## src/rtl/uart_rx_buffer_pkg.sv

```systemverilog
// Shared flow-control characters and FSM state encoding for the UART receive buffer.
package uart_rx_buffer_pkg;

    localparam logic [7:0] XON_CHAR  = 8'h11;
    localparam logic [7:0] XOFF_CHAR = 8'h13;

    typedef enum logic [2:0] {
        IDLE,
        SEND_XOFF,
        WAIT_XOFF,
        PAUSED,
        SEND_XON,
        WAIT_XON
    } FlowState_t;

endpackage

```

## src/rtl/uart_rx_buffer_fifo.sv

```systemverilog
// byte_fifo_core: first-word fall-through byte FIFO with push/pop/drop rules.
// A push into a full FIFO is only accepted when a pop frees a slot in the same cycle.
module byte_fifo_core #(
    parameter int unsigned DEPTH = 16
) (
    input  logic                         clk,
    input  logic                         rst_n,
    input  logic                         i_push,
    input  logic [7:0]                   i_data,
    input  logic                         i_ready,
    output logic                         o_valid,
    output logic [7:0]                   o_data,
    output logic [$clog2(DEPTH+1)-1:0]   o_count,
    output logic                         o_drop
);

    localparam int unsigned AW = $clog2(DEPTH);
    localparam int unsigned CW = $clog2(DEPTH + 1);

    logic [7:0]    r_mem [DEPTH];
    logic [AW-1:0] r_wr_ptr;
    logic [AW-1:0] r_rd_ptr;
    logic [CW-1:0] r_count;

    logic w_empty;
    logic w_full;
    logic w_pop;
    logic w_write;

    assign w_empty = (r_count == '0);
    assign w_full  = (r_count == CW'(DEPTH));
    assign w_pop   = !w_empty && i_ready;
    assign w_write = i_push && (!w_full || w_pop);
    assign o_drop  = i_push && w_full && !w_pop;

    assign o_valid = !w_empty;
    assign o_data  = r_mem[r_rd_ptr];
    assign o_count = r_count;

    // Storage write; contents need no reset since head is qualified by o_valid.
    always_ff @(posedge clk) begin
        if (w_write) begin
            r_mem[r_wr_ptr] <= i_data;
        end
    end

    // Pointer and occupancy update; pointers wrap naturally at DEPTH.
    always_ff @(posedge clk or negedge rst_n) begin
        if (!rst_n) begin
            r_wr_ptr <= '0;
            r_rd_ptr <= '0;
            r_count  <= '0;
        end else begin
            if (w_write) begin
                r_wr_ptr <= r_wr_ptr + AW'(1);
            end
            if (w_pop) begin
                r_rd_ptr <= r_rd_ptr + AW'(1);
            end
            case ({w_write, w_pop})
                2'b10:   r_count <= r_count + CW'(1);
                2'b01:   r_count <= r_count - CW'(1);
                default: r_count <= r_count;
            endcase
        end
    end

endmodule

```

## src/rtl/uart_rx_buffer.sv

```systemverilog
// uart_rx_buffer: elastic receive buffer with sticky overflow flag and XON/XOFF flow control.
module uart_rx_buffer
    import uart_rx_buffer_pkg::*;
#(
    parameter int unsigned DEPTH      = 16,
    parameter int unsigned XOFF_LEVEL = 12,
    parameter int unsigned XON_LEVEL  = 4
) (
    input  logic                         clk,
    input  logic                         rst,
    input  logic                         inValid,
    input  logic [7:0]                   inData,
    output logic                         outValid,
    output logic [7:0]                   outData,
    input  logic                         outReady,
    output logic [$clog2(DEPTH+1)-1:0]   count,
    output logic                         overflow,
    input  logic                         overflowClear,
    output logic                         txStart,
    output logic [7:0]                   txData,
    input  logic                         txBusy,
    output logic                         paused
);

    localparam int unsigned CW = $clog2(DEPTH + 1);
    localparam logic [CW-1:0] L_XOFF = CW'(XOFF_LEVEL);
    localparam logic [CW-1:0] L_XON  = CW'(XON_LEVEL);

    logic w_drop;

    FlowState_t r_state;
    FlowState_t w_next_state;
    logic       r_txStart;
    logic       w_next_txStart;
    logic [7:0] r_txData;
    logic [7:0] w_next_txData;
    logic       r_paused;
    logic       w_next_paused;
    logic       r_overflow;

    byte_fifo_core #(
        .DEPTH (DEPTH)
    ) u_fifo (
        .clk     (clk),
        .rst_n   (rst),
        .i_push  (inValid),
        .i_data  (inData),
        .i_ready (outReady),
        .o_valid (outValid),
        .o_data  (outData),
        .o_count (count),
        .o_drop  (w_drop)
    );

    // Sticky overflow flag; a new drop takes priority over a clear.
    always_ff @(posedge clk or negedge rst) begin
        if (!rst) begin
            r_overflow <= 1'b0;
        end else if (w_drop) begin
            r_overflow <= 1'b1;
        end else if (overflowClear) begin
            r_overflow <= 1'b0;
        end
    end

    // Flow-control state and registered transmitter request outputs.
    always_ff @(posedge clk or negedge rst) begin
        if (!rst) begin
            r_state   <= IDLE;
            r_txStart <= 1'b0;
            r_txData  <= 8'h00;
            r_paused  <= 1'b0;
        end else begin
            r_state   <= w_next_state;
            r_txStart <= w_next_txStart;
            r_txData  <= w_next_txData;
            r_paused  <= w_next_paused;
        end
    end

    // Next-state logic; in WAIT states the cycle with txStart still high is the
    // one-cycle gap before the transmitter raises busy, so completion is ignored there.
    always_comb begin
        w_next_state   = r_state;
        w_next_txStart = 1'b0;
        w_next_txData  = r_txData;
        w_next_paused  = r_paused;
        case (r_state)
            IDLE: begin
                if (count >= L_XOFF) begin
                    w_next_state  = SEND_XOFF;
                    w_next_paused = 1'b1;
                end
            end
            SEND_XOFF: begin
                if (!txBusy) begin
                    w_next_txStart = 1'b1;
                    w_next_txData  = XOFF_CHAR;
                    w_next_state   = WAIT_XOFF;
                end
            end
            WAIT_XOFF: begin
                if (!r_txStart && !txBusy) begin
                    w_next_state = PAUSED;
                end
            end
            PAUSED: begin
                if (count <= L_XON) begin
                    w_next_state = SEND_XON;
                end
            end
            SEND_XON: begin
                if (!txBusy) begin
                    w_next_txStart = 1'b1;
                    w_next_txData  = XON_CHAR;
                    w_next_paused  = 1'b0;
                    w_next_state   = WAIT_XON;
                end
            end
            WAIT_XON: begin
                if (!r_txStart && !txBusy) begin
                    w_next_state = IDLE;
                end
            end
            default: begin
                w_next_state = IDLE;
            end
        endcase
    end

    assign overflow = r_overflow;
    assign txStart  = r_txStart;
    assign txData   = r_txData;
    assign paused   = r_paused;

endmodule
```

## config.mk

```make
export PLATFORM = sky130hd
export DESIGN_NAME = uart_rx_buffer
export DESIGN_NICKNAME = d
export VERILOG_FILES = /design/src/rtl/uart_rx_buffer_pkg.sv /design/src/rtl/uart_rx_buffer_fifo.sv /design/src/rtl/uart_rx_buffer.sv
export SDC_FILE = /design/constraint.sdc
export NUM_CORES = 1
export LEC_CHECK = 0
export ABC_CLOCK_PERIOD_IN_PS = 2700
export CORE_MARGIN = 2
export CORE_UTILIZATION = 40
export CTS_CLUSTER_SIZE = 10
export DETAILED_ROUTE_END_ITERATION = 8
export GPL_ROUTABILITY_DRIVEN = 0
export PLACE_DENSITY = 0.63
export SLEW_MARGIN = 40
export SYNTH_ARGS = -nofsm -noshare
export SYNTH_HDL_FRONTEND = slang
export SYNTH_SLANG_ARGS = --single-unit
```

## constraint.sdc

```tcl
create_clock -name clk -period 2.7 [get_ports clk]
set_input_delay 0.54 -clock clk [delete_from_list [all_inputs] [get_ports clk]]
set_output_delay 0.54 -clock clk [all_outputs]
set_load 0.01 [all_outputs]
```

**After elaboration in Yosys (flattened, before gate mapping)**

Memories as Yosys holds them, arrays and structs flattened.
Index checks and enable logic that the tools add are counted.

- Register bits after elaboration: 27
- RAM bits: 128
- Bits of input ports: 14
- Output and inout bits: 25
- Word-level logic and storage cells: 70
- Memories: 1

- Add/subtract/negate cells: 4
- Order comparisons: 2
- Equal/unequal tests: 14
- Mux-type cells: 20
- Reduce and logical (&&, ||, !) cells: 21

Memory list:

| name | words | bits a word | read ports | clocked after Yosys merged registers in | write ports | line | source |
|---|---|---|---|---|---|---|---|
| u_fifo.r_mem | 16 | 8 | 1 | 0 | 1 | uart_rx_buffer_fifo.sv:20 | `logic [7:0] r_mem [DEPTH];` |

Operators with widths:

| operator | count |
|---|---|
| $mux W3 | 6 |
| $pmux W3 S6 | 1 |
| $mux W8 | 2 |
| $pmux W8 S2 | 1 |
| $ne A2 B2 Y1 const B | 6 |
| $pmux W5 S2 | 1 |
| $add A4 B1 Y4 const B | 2 |
| $mux W1 | 8 |
| $reduce_bool A2 Y1 | 4 |
| $eq A3 B2 Y1 const B | 2 |
| $eq A3 B3 Y1 const B | 2 |
| $reduce_and A3 Y1 | 2 |
| $reduce_and A6 Y1 | 1 |
| $add A5 B1 Y5 const B | 1 |
| $eq A5 B5 Y1 const B | 1 |
| $ge A5 B4 Y1 const B | 1 |
| $le A5 B3 Y1 const B | 1 |
| $logic_and A1 B1 Y1 | 5 |
| $logic_not A1 Y1 | 5 |
| $logic_not A5 Y1 | 1 |
| $sub A5 B1 Y5 const B | 1 |
| $eq A3 B1 Y1 const B | 1 |
| $logic_not A3 Y1 | 1 |
| $eq A2 B1 Y1 const B | 1 |
| other kinds (4) | 4 |

**Depth between registers and ports, before layout**

Gate-level depths: netlist (run 1).

- Depth after elaboration: 7
- Depth in mapped cells: 12
- Mapped depth without buffers: 10

**By module**

A second synthesis (run 1) with hierarchy kept.

- Cells, all modules: 381
- Area, all modules: 6,366.1 um^2

By module, submodules not included:

| module | times used | cells an instance | area an instance (um^2) | seq. area each (um^2) |
|---|---|---|---|---|
| byte_fifo_core | 1 | 332 | 5,891.9 | 4,169.0 |
| uart_rx_buffer | 1 | 49 | 474.2 | 200.2 |

**Least setup slack after synthesis (run 1)**

Ideal clock, no wire load.

- Kind: flip-flop to flip-flop
- Start point: reg u_fifo.r_count[1], in the netlist u_fifo.o_count[1]
- End point: reg u_fifo.r_count[4], in the netlist u_fifo.o_count[4]
- Library setup time: 129 ps
- Arrival time: 2,706 ps
- Data required time: 2,571 ps
- Slack: -135 ps
- Stages on the path, launching flop included: 13
- Path buffers: 2
- Clock period less this slack: 2,835 ps
- Cells stage by stage: dfrtp_1 buf_6 nor4_4 nand3b_2 nand2_1 ha_1 clkbuf_1 xor2_1 ha_1 or4_1 o22ai_1 a211oi_1 xnor2_1

- Longest elaborated chain between the ends: 7
- Elaborated cells on any way between the ends: 13
- Those cells by class: 2 x add/sub; 3 x eq/ne; 1 x mux; 7 x reduce/logical

RTL lines:

| item | line | source |
|---|---|---|
| start: declaration | uart_rx_buffer_fifo.sv:23 | `logic [CW-1:0] r_count;` |
| start signal: assignment | uart_rx_buffer_fifo.sv:61 | `2'b10: r_count <= r_count + CW'(1);` |
| start signal: assignment | uart_rx_buffer_fifo.sv:62 | `2'b01: r_count <= r_count - CW'(1);` |
| start signal: assignment | uart_rx_buffer_fifo.sv:63 | `default: r_count <= r_count;` |
| $logic_not A5 Y1 | uart_rx_buffer_fifo.sv:30 | `assign w_empty = (r_count == '0);` |
| $logic_not A1 Y1 | uart_rx_buffer_fifo.sv:32 | `assign w_pop = !w_empty && i_ready;` |
| $logic_and A1 B1 Y1 | uart_rx_buffer_fifo.sv:32 |  |
| $logic_or A1 B1 Y1 | uart_rx_buffer_fifo.sv:33 | `assign w_write = i_push && (!w_full \|\| w_pop);` |
| $logic_and A1 B1 Y1 | uart_rx_buffer_fifo.sv:33 |  |
| $eq A2 B1 Y1 / $eq A2 B2 Y1 (equally long branches) | uart_rx_buffer_fifo.sv:60 | `case ({w_write, w_pop})` |
| $pmux W5 S2 / $reduce_bool A2 Y1 (equally long branches) | - |  |

Several ways; a longest one is shown, not always the timed one.
A chain may end at the register's enable or synchronous reset.

**Final worst setup path (run 1)**

- Start point: reg u_fifo.r_rd_ptr[0]
- End point: out outData[6]

- Longest elaborated chain between the ends: 1

RTL lines:

| item | line | source |
|---|---|---|
| start: declaration | uart_rx_buffer_fifo.sv:22 | `logic [AW-1:0] r_rd_ptr;` |
| start signal: assignment | uart_rx_buffer_fifo.sv:58 | `r_rd_ptr <= r_rd_ptr + AW'(1);` |
| $mem_v2 Z16 W8 | - |  |
| end: declaration | uart_rx_buffer.sv:14 | `output logic [7:0] outData,` |

Every way passes these cells.

==> metrics.md, run 1 <==
| Metric | Value |
|---|---|
| Yosys warnings | `0` |
| Leading cell type in the layout, fill and taps excluded | `edfxtp_1` |
| Final WS setup | `0.0796 ns` |
| Site Rows | `45` |
| Worst hold slack | `0.504 ns` |
| Power Density | `1090 nW/µm²` |
| Yosys cell types | `53` |
| Max-cap violations | `0` |
| Max FO, Critical Path | `9` |
| Crit Path Class | `reg2out` |
| Unrepaired setup endpoints after global routing | `yes` |
| Reg clk slew, reported paths | `0.06 ns` |
| Synth Cell Area | `6270 µm²` |
| Post-synthesis average cell area | `17.7 µm²` |
| Number of routed nets with antenna violations | `0` |
| Final Core Density | `51.0%` |
| DRC viols | `0` |
| Area of the multi-input gates | `1750 µm²` |
| Clk root buf | `clkbuf_16` |
| Fillers | `1,258` |
| CTS tree | `done` |
| Final count of negative-setup-slack endpoints | `0` |
| Worst Hold Launch | `txData[0]` |
| N_diodes | `0` |
| Max-slew violation count | `0` |
| Arrival @ worst endpoint | `2.08 ns` |
| Fin nets | `462` |
| DR iter-0 viols | `227` |
| Asr flop ratio synth | `14.1%` |
| Die extent in x | `129 µm` |
| Min-delay worst type | `reg2reg` |
| Seq. cell area | `4370 µm²` |
| Clk sinks | `149` |
| Worst VDD drop | `571 µV` |
| Initial antenna violation count | `0` |
| Max stage delay on crit path | `0.43 ns` |
| Port-buffer cells | `33` |
| Routed WL | `12,700 µm` |
| Delay-heaviest family, CP | `buffers and inverters` |
| Initial core utilization | `41.1%` |
| CP Cell Sequence | `buf_4 -> buf_12 -> buf_4 -> mux4_2 -> a22oi_2 -> nand2_1 -> buf_2` |
| Final Critical Period | `2.62 ns` |
| Most frequent cells in the layout | `edfxtp_1 (128), buf_4 (50), mux4_2 (26)` |
| Share of cells above drive strength 1 | `31.6%` |
| Total Die Area | `16,700 µm²` |
| Worst-Skew Late Latency | `0.42 ns` |
| First-pass GRT wire length | `19,400 µm` |
| Required @ worst endpoint | `2.16 ns` |
| Synth-to-Final Area Change | `24.1%` |
| Most common cell on crit path | `buf_4` |
| Worst-margin pin slew | `0.702 ns` |
| GRT Residual Overflow | `0` |
| Post-synth EDFFs | `128` |
| #FFs+latches synth | `149` |
| Critical Path Start | `u_fifo.r_rd_ptr[0]` |
| Register area share after synthesis | `69.7%` |
| Hold Violations, Final | `0` |
| Slowest cell on crit path | `dfrtp_2` |
| Outcome | `finished clean` |
| Vias | `3,414` |
| Largest net degree at the start of global routing | `33` |
| Num CTS Buffers | `17` |
| Max clock buf depth | `2` |
| # IOs | `39` |
| Skew final | `0.00945 ns` |
| Mapped Cells | `354` |
| Critical path launch point type | `register` |
| Dominant synthesized flop cell | `edfxtp_1` |
| Hpwl dp | `8020 µm` |
| Worst slack, placed | `-0.00196 ns` |
| Max-slew headroom | `53.0%` |
| Peak Freq | `382 MHz` |
| Period utilization | `97.1%` |
| Leak | `2.76 nW` |
| Die height | `129 µm` |
| Crit Reg-Reg Startpoint | `u_fifo.o_count[3]` |
| Via count of the first global-routing pass | `3,502` |
| GRT Total Usage | `16.2%` |
| CP bufs+invs | `4` |
| Critical Path Sink Type | `primary output` |
| Drt first pass iters | `4` |
| CORE AREA | `15,300 µm²` |
| Drt wl/cell | `19.2 µm` |
| # H-tree levels | `4` |
| Vias per inst | `5.15` |
-- state kept, by name, indices dropped and copies added (netlist names) --
signal / cells
u_fifo.r_mem: 128
u_fifo.o_count: 5
u_fifo.r_rd_ptr: 4
u_fifo.r_wr_ptr: 4
r_state: 3
txData: 2
overflow: 1
paused: 1
txStart: 1
-- timing repair --
| action | 4_1_cts | 5_1_grt |
|---|---|---|
| setup endpoints to repair | 8 | 6 |
| pin swaps | 4 | 5 |
| buffers inserted | 14 | 0 |
| gates cloned | 1 | 0 |
| resized for setup | 39 | 15 |
| hold buffers | 0 | 0 |
-- cell type report --
class	count	share of cell area [%]
clock buffers	17	5.47
well taps	211	3.39
flip-flops and latches	149	56.1
clock inverters	15	2.27
inverters	8	0.386
repair buffers	88	9.82
multi-input cells	175	22.5
-- Yosys cell counts, types with 4 or more instances --
library cell  count  area (µm²)
edfxtp_1        128        3840
nor2_1           23        86.3
dfrtp_1          21         526
mux4_2           21         473
a22oi_1          16         120
nand2_1          14        52.6
mux4_1           11         289
ha_1              9         113
buf_4             8        60.1
inv_1             8        30.0
nor3_1            8        40.0
xnor2_1           8        70.1
a21oi_1           7        35.0
nand3_1           7        35.0
buf_2             6        30.0
nand2b_1          6        37.5
clkbuf_1          4        15.0
xor2_1            4        35.0
-- final timing paths --
kind	endpoint	slack [ns]	depth (start not counted)
max	outData[6]	0.08	7
min	txData[0]	0.50	1
max reg2reg	u_fifo.o_count[4]	0.25	9
min reg2reg	txData[0]	0.50	1
max in group asynchronous	r_state[2]	1.60	2
min in group asynchronous	overflow	0.52	1
-- kinds of logic after synthesis --
group	after synthesis	synth area share [%]
xor+xnor	12	1.68
compound gates	41	4.59
flops	149	69.7
simple gates	73	6.00
buf+inv	34	3.53
other cells	1	0.0598
mux	35	12.7
fa+ha+maj	9	1.80
-- power breakdown --
group	switching (mW)	leakage, nW	internal [mW]
combinational	1.45	1.07	1.52
clock	0.938	0.287	1.46
sequential	0.272	1.40	2.85
-- routing by layer --
layer	global-route usage, %	vias up	wire, µm	share of wire [%]
li1	-	1561	-	-
met1	21.6	1765	5750	45
met2	25.9	73	6250	49
met3	4.58	15	531	4.2
met4	5.50	0	161	1.3
met5	0	-	0	0
-- metrics by stage --
step | power (mW) | TNS, ns | std cells | cell area, µm²
after floorplan | 4.89 | 0 | 358 | 6290
after global placement | 5.84 | 0 | 618 | 7030
after detailed placement | 5.92 | -0.00196 | 618 | 7040
after CTS | 8.61 | -0.228 | 665 | 7810
after global routing | 8.92 | -0.00238 | 663 | 7780
final | 8.49 | 0 | 663 | 7780
Note: power is estimated with default switching activity, not from simulation.
==> run 2, diff against run 1 <==
--- a/config.mk
+++ b/config.mk
@@ -5,14 +5,13 @@
 export SDC_FILE = /design/constraint.sdc
 export NUM_CORES = 1
 export LEC_CHECK = 0
-export ABC_CLOCK_PERIOD_IN_PS = 2700
 export CORE_MARGIN = 2
 export CORE_UTILIZATION = 40
 export CTS_CLUSTER_SIZE = 10
 export DETAILED_ROUTE_END_ITERATION = 8
 export GPL_ROUTABILITY_DRIVEN = 0
 export PLACE_DENSITY = 0.63
-export SLEW_MARGIN = 40
+export SLEW_MARGIN = 20
 export SYNTH_ARGS = -nofsm -noshare
 export SYNTH_HDL_FRONTEND = slang
 export SYNTH_SLANG_ARGS = --single-unit
==> run 2 against run 1 <==
Against the previous run: worst hold slack worse by 0.0051 ns; total power up 0.21%; clock skew down 0.0031 ns.
==> metrics.md, run 2 (synthesis results as in run 1) <==
| Metric | Value |
|---|---|
| Outcome | `finished clean` |
| Required @ worst endpoint | `2.16 ns (about the same)` |
| Initial antenna violation count | `0 (unchanged)` |
| DR iter-0 viols | `271 (+19%)` |
| Max reg flops | `128 (unchanged)` |
| Largest net degree at the start of global routing | `33 (unchanged)` |
| Area of the multi-input gates | `1740 µm² (-0.93%)` |
| First-pass GRT wire length | `19,500 µm (+0.43%)` |
| Top reg by flops | `u_fifo.r_mem` |
| Clk root buf | `clkbuf_16` |
| Leak | `2.76 nW (about the same)` |
| Most frequent cells in the layout | `edfxtp_1 (128), buf_4 (44), mux4_2 (25), clkdlybuf4s50_1 (25), nor2_1 (23)` |
| Leading cell type in the layout, fill and taps excluded | `edfxtp_1` |
| Clk sinks | `149 (unchanged)` |
| Site Rows | `45 (unchanged)` |
| Arrival @ worst endpoint | `2.14 ns (+0.06 ns)` |
| Max-slew headroom | `52.9% (-0.10 points)` |
| Port-buffer cells | `33 (unchanged)` |
| Max-slew violation count | `0 (unchanged)` |
| Period utilization | `99.3% (+2.3 points)` |
| Vias | `3,388 (-0.76%)` |
| # IOs | `39 (unchanged)` |
| Peak Freq | `373 MHz (-2.3%)` |
| Via count of the first global-routing pass | `3,511 (+0.26%)` |
| Num CTS Buffers | `17 (unchanged)` |
| Die extent in x | `129 µm (unchanged)` |
| Final Core Density | `51.1% (about the same)` |
| Critical Path Sink Type | `primary output` |
| Setup TNS Final | `0 ns (unchanged)` |
| Total Die Area | `16,700 µm² (unchanged)` |
| CORE AREA | `15,300 µm² (unchanged)` |
| Share of cells above drive strength 1 | `29.6% (-2.0 points)` |
| Unrepaired setup endpoints after global routing | `yes` |
| # H-tree levels | `4 (unchanged)` |
| Drt first pass iters | `4 (unchanged)` |
| Final WS setup | `0.0186 ns (-0.0610 ns)` |
| Final std cell area, no fill | `7790 µm² (about the same)` |
| Fin nets | `459 (-0.65%)` |
| Number of routed nets with antenna violations | `0 (unchanged)` |
| Worst-Skew Late Latency | `0.42 ns (about the same)` |
| Comb pwr share | `35.1% (about the same)` |
| GRT Max-Usage Layer | `met2` |
| Hpwl dp | `8020 µm (about the same)` |
| P_sw | `2.65 mW (-0.38%)` |
| Final Critical Period | `2.68 ns (+0.0610 ns)` |
| Routed WL | `12,700 µm (about the same)` |
| CTS tree | `done` |
| N_diodes | `0 (unchanged)` |
| Met2 global-route usage | `26.2% (+0.28 points)` |
| GRT Residual Overflow | `0 (unchanged)` |
| Max FO, Critical Path | `5 (-4)` |
| DRC viols | `0 (unchanged)` |
| Max clock buf depth | `2 (unchanged)` |
| GRT Total Usage | `16.3% (+0.024 points)` |
| Fillers | `1,261 (+0.24%)` |
| Final count of negative-setup-slack endpoints | `0 (unchanged)` |
| P_int | `5.85 mW (+0.47%)` |
| Clock Power Share | `28.1% (about the same)` |
| Die height | `129 µm (unchanged)` |
| Drt wl/cell | `19.2 µm (+0.41%)` |
| Min-delay worst type | `reg2reg` |
| Worst slack, placed | `0.00511 ns (+0.00708 ns)` |
| Share of total power in sequential cells | `36.7% (about the same)` |
| Hold Violations, Final | `0 (unchanged)` |
| Power Density | `1090 nW/µm² (+0.11%)` |
| Critical path launch point type | `register` |
| DP Area | `7030 µm² (about the same)` |
| GR Util met1 | `21.5% (-0.076 points)` |
| Met3 Use GR | `4.29% (-0.29 points)` |
| Skew final | `0.00633 ns (-0.00311 ns)` |
| Sw Ratio | `31.2% (-0.18 points)` |
| Synth-to-Final Area Change | `24.2% (about the same)` |
| Seq. cell area | `4370 µm² (unchanged)` |
| Worst-margin pin slew | `0.703 ns (+0.00154 ns)` |
| Max-cap violations | `0 (unchanged)` |
| Worst VDD drop | `614 µV (+7.5%)` |
| Initial core utilization | `41.1% (unchanged)` |
| Crit Path Class | `reg2out` |
| Reg clk slew, reported paths | `0.06 ns (about the same)` |
| Vias per inst | `5.13 (-0.31%)` |
[run 2: changes by cell type in the layout (fill, tap and decap cells not counted), moves of 2 or more]
| cell | previous run | this run |
|---|---|---|
| a22oi_1 | 2 | 6 |
| buf_4 | 50 | 44 |
| clkbuf_2 | 3 | 1 |
| buf_12 | 3 | 7 |
| a22oi_2 | 14 | 10 |
| clkdlybuf4s15_1 | 0 | 2 |
[run 2: metal layers]
metal / wire (µm) / part of all wire [%]
met5: 0 / 0
met4: 159 / 1.3
met3: 660 / 5.2
met2: 6240 / 49
met1: 5630 / 44
[run 2: power groups by stage]
stage,sequential (mW),combinational [mW],clock [mW]
finish,3.13,2.99,2.39
CTS,3.12,3.04,2.44
detailed placement,3.16,2.76,0
global placement,3.14,2.70,0
global route,3.16,3.23,2.53
floorplan,3.06,1.83,0
[run 2: cell type report]
class                   instances  area share, %
clock inverters                15           2.26
well taps                     211           3.39
flip-flops and latches        149           56.1
multi-input cells             175           22.3
clock buffers                  17           5.46
repair buffers                 85           10.1
inverters                       8          0.385
[run 2: repair_timing]
item / in CTS / in global routing
hold buffers: 0 / 0
endpoints found under the setup margin: 8 / 7
resized for setup: 45 / 3
pin swaps: 7 / 4
endpoints found under the hold margin: 0 / 0
buffers inserted: 10 / 0
[run 2: through the flow]
stage,hold slack (ns),power (mW),instances
finish,0.498,8.51,660
global route,0.529,8.92,660
CTS,0.504,8.60,660
detailed placement,0.488,5.92,618
global placement,0.478,5.84,618
floorplan,0.244,4.89,358
[run 2: path summary, 6_finish.rpt]
path                                     end  cells after the start  slack, ns          startpoint
setup / recovery                  outData[1]                      6       0.02  u_fifo.r_rd_ptr[0]
hold / removal                     txData[0]                      1       0.50           txData[0]
setup reg to reg           u_fifo.o_count[4]                      9       0.25   u_fifo.o_count[3]
hold reg to reg                    txData[0]                      1       0.50           txData[0]
max in group asynchronous            txStart                      2       1.61                 rst
min in group asynchronous           overflow                      1       0.52                 rst
[run 2: critical path, cell delays in order (launching register included)]
cell and delay [ns]:
dfrtp_2 0.40, buf_12 0.14, buf_12 0.11, mux4_1 0.56, a22oi_2 0.21, nand2_1 0.08, clkdlybuf4s15_2 0.23
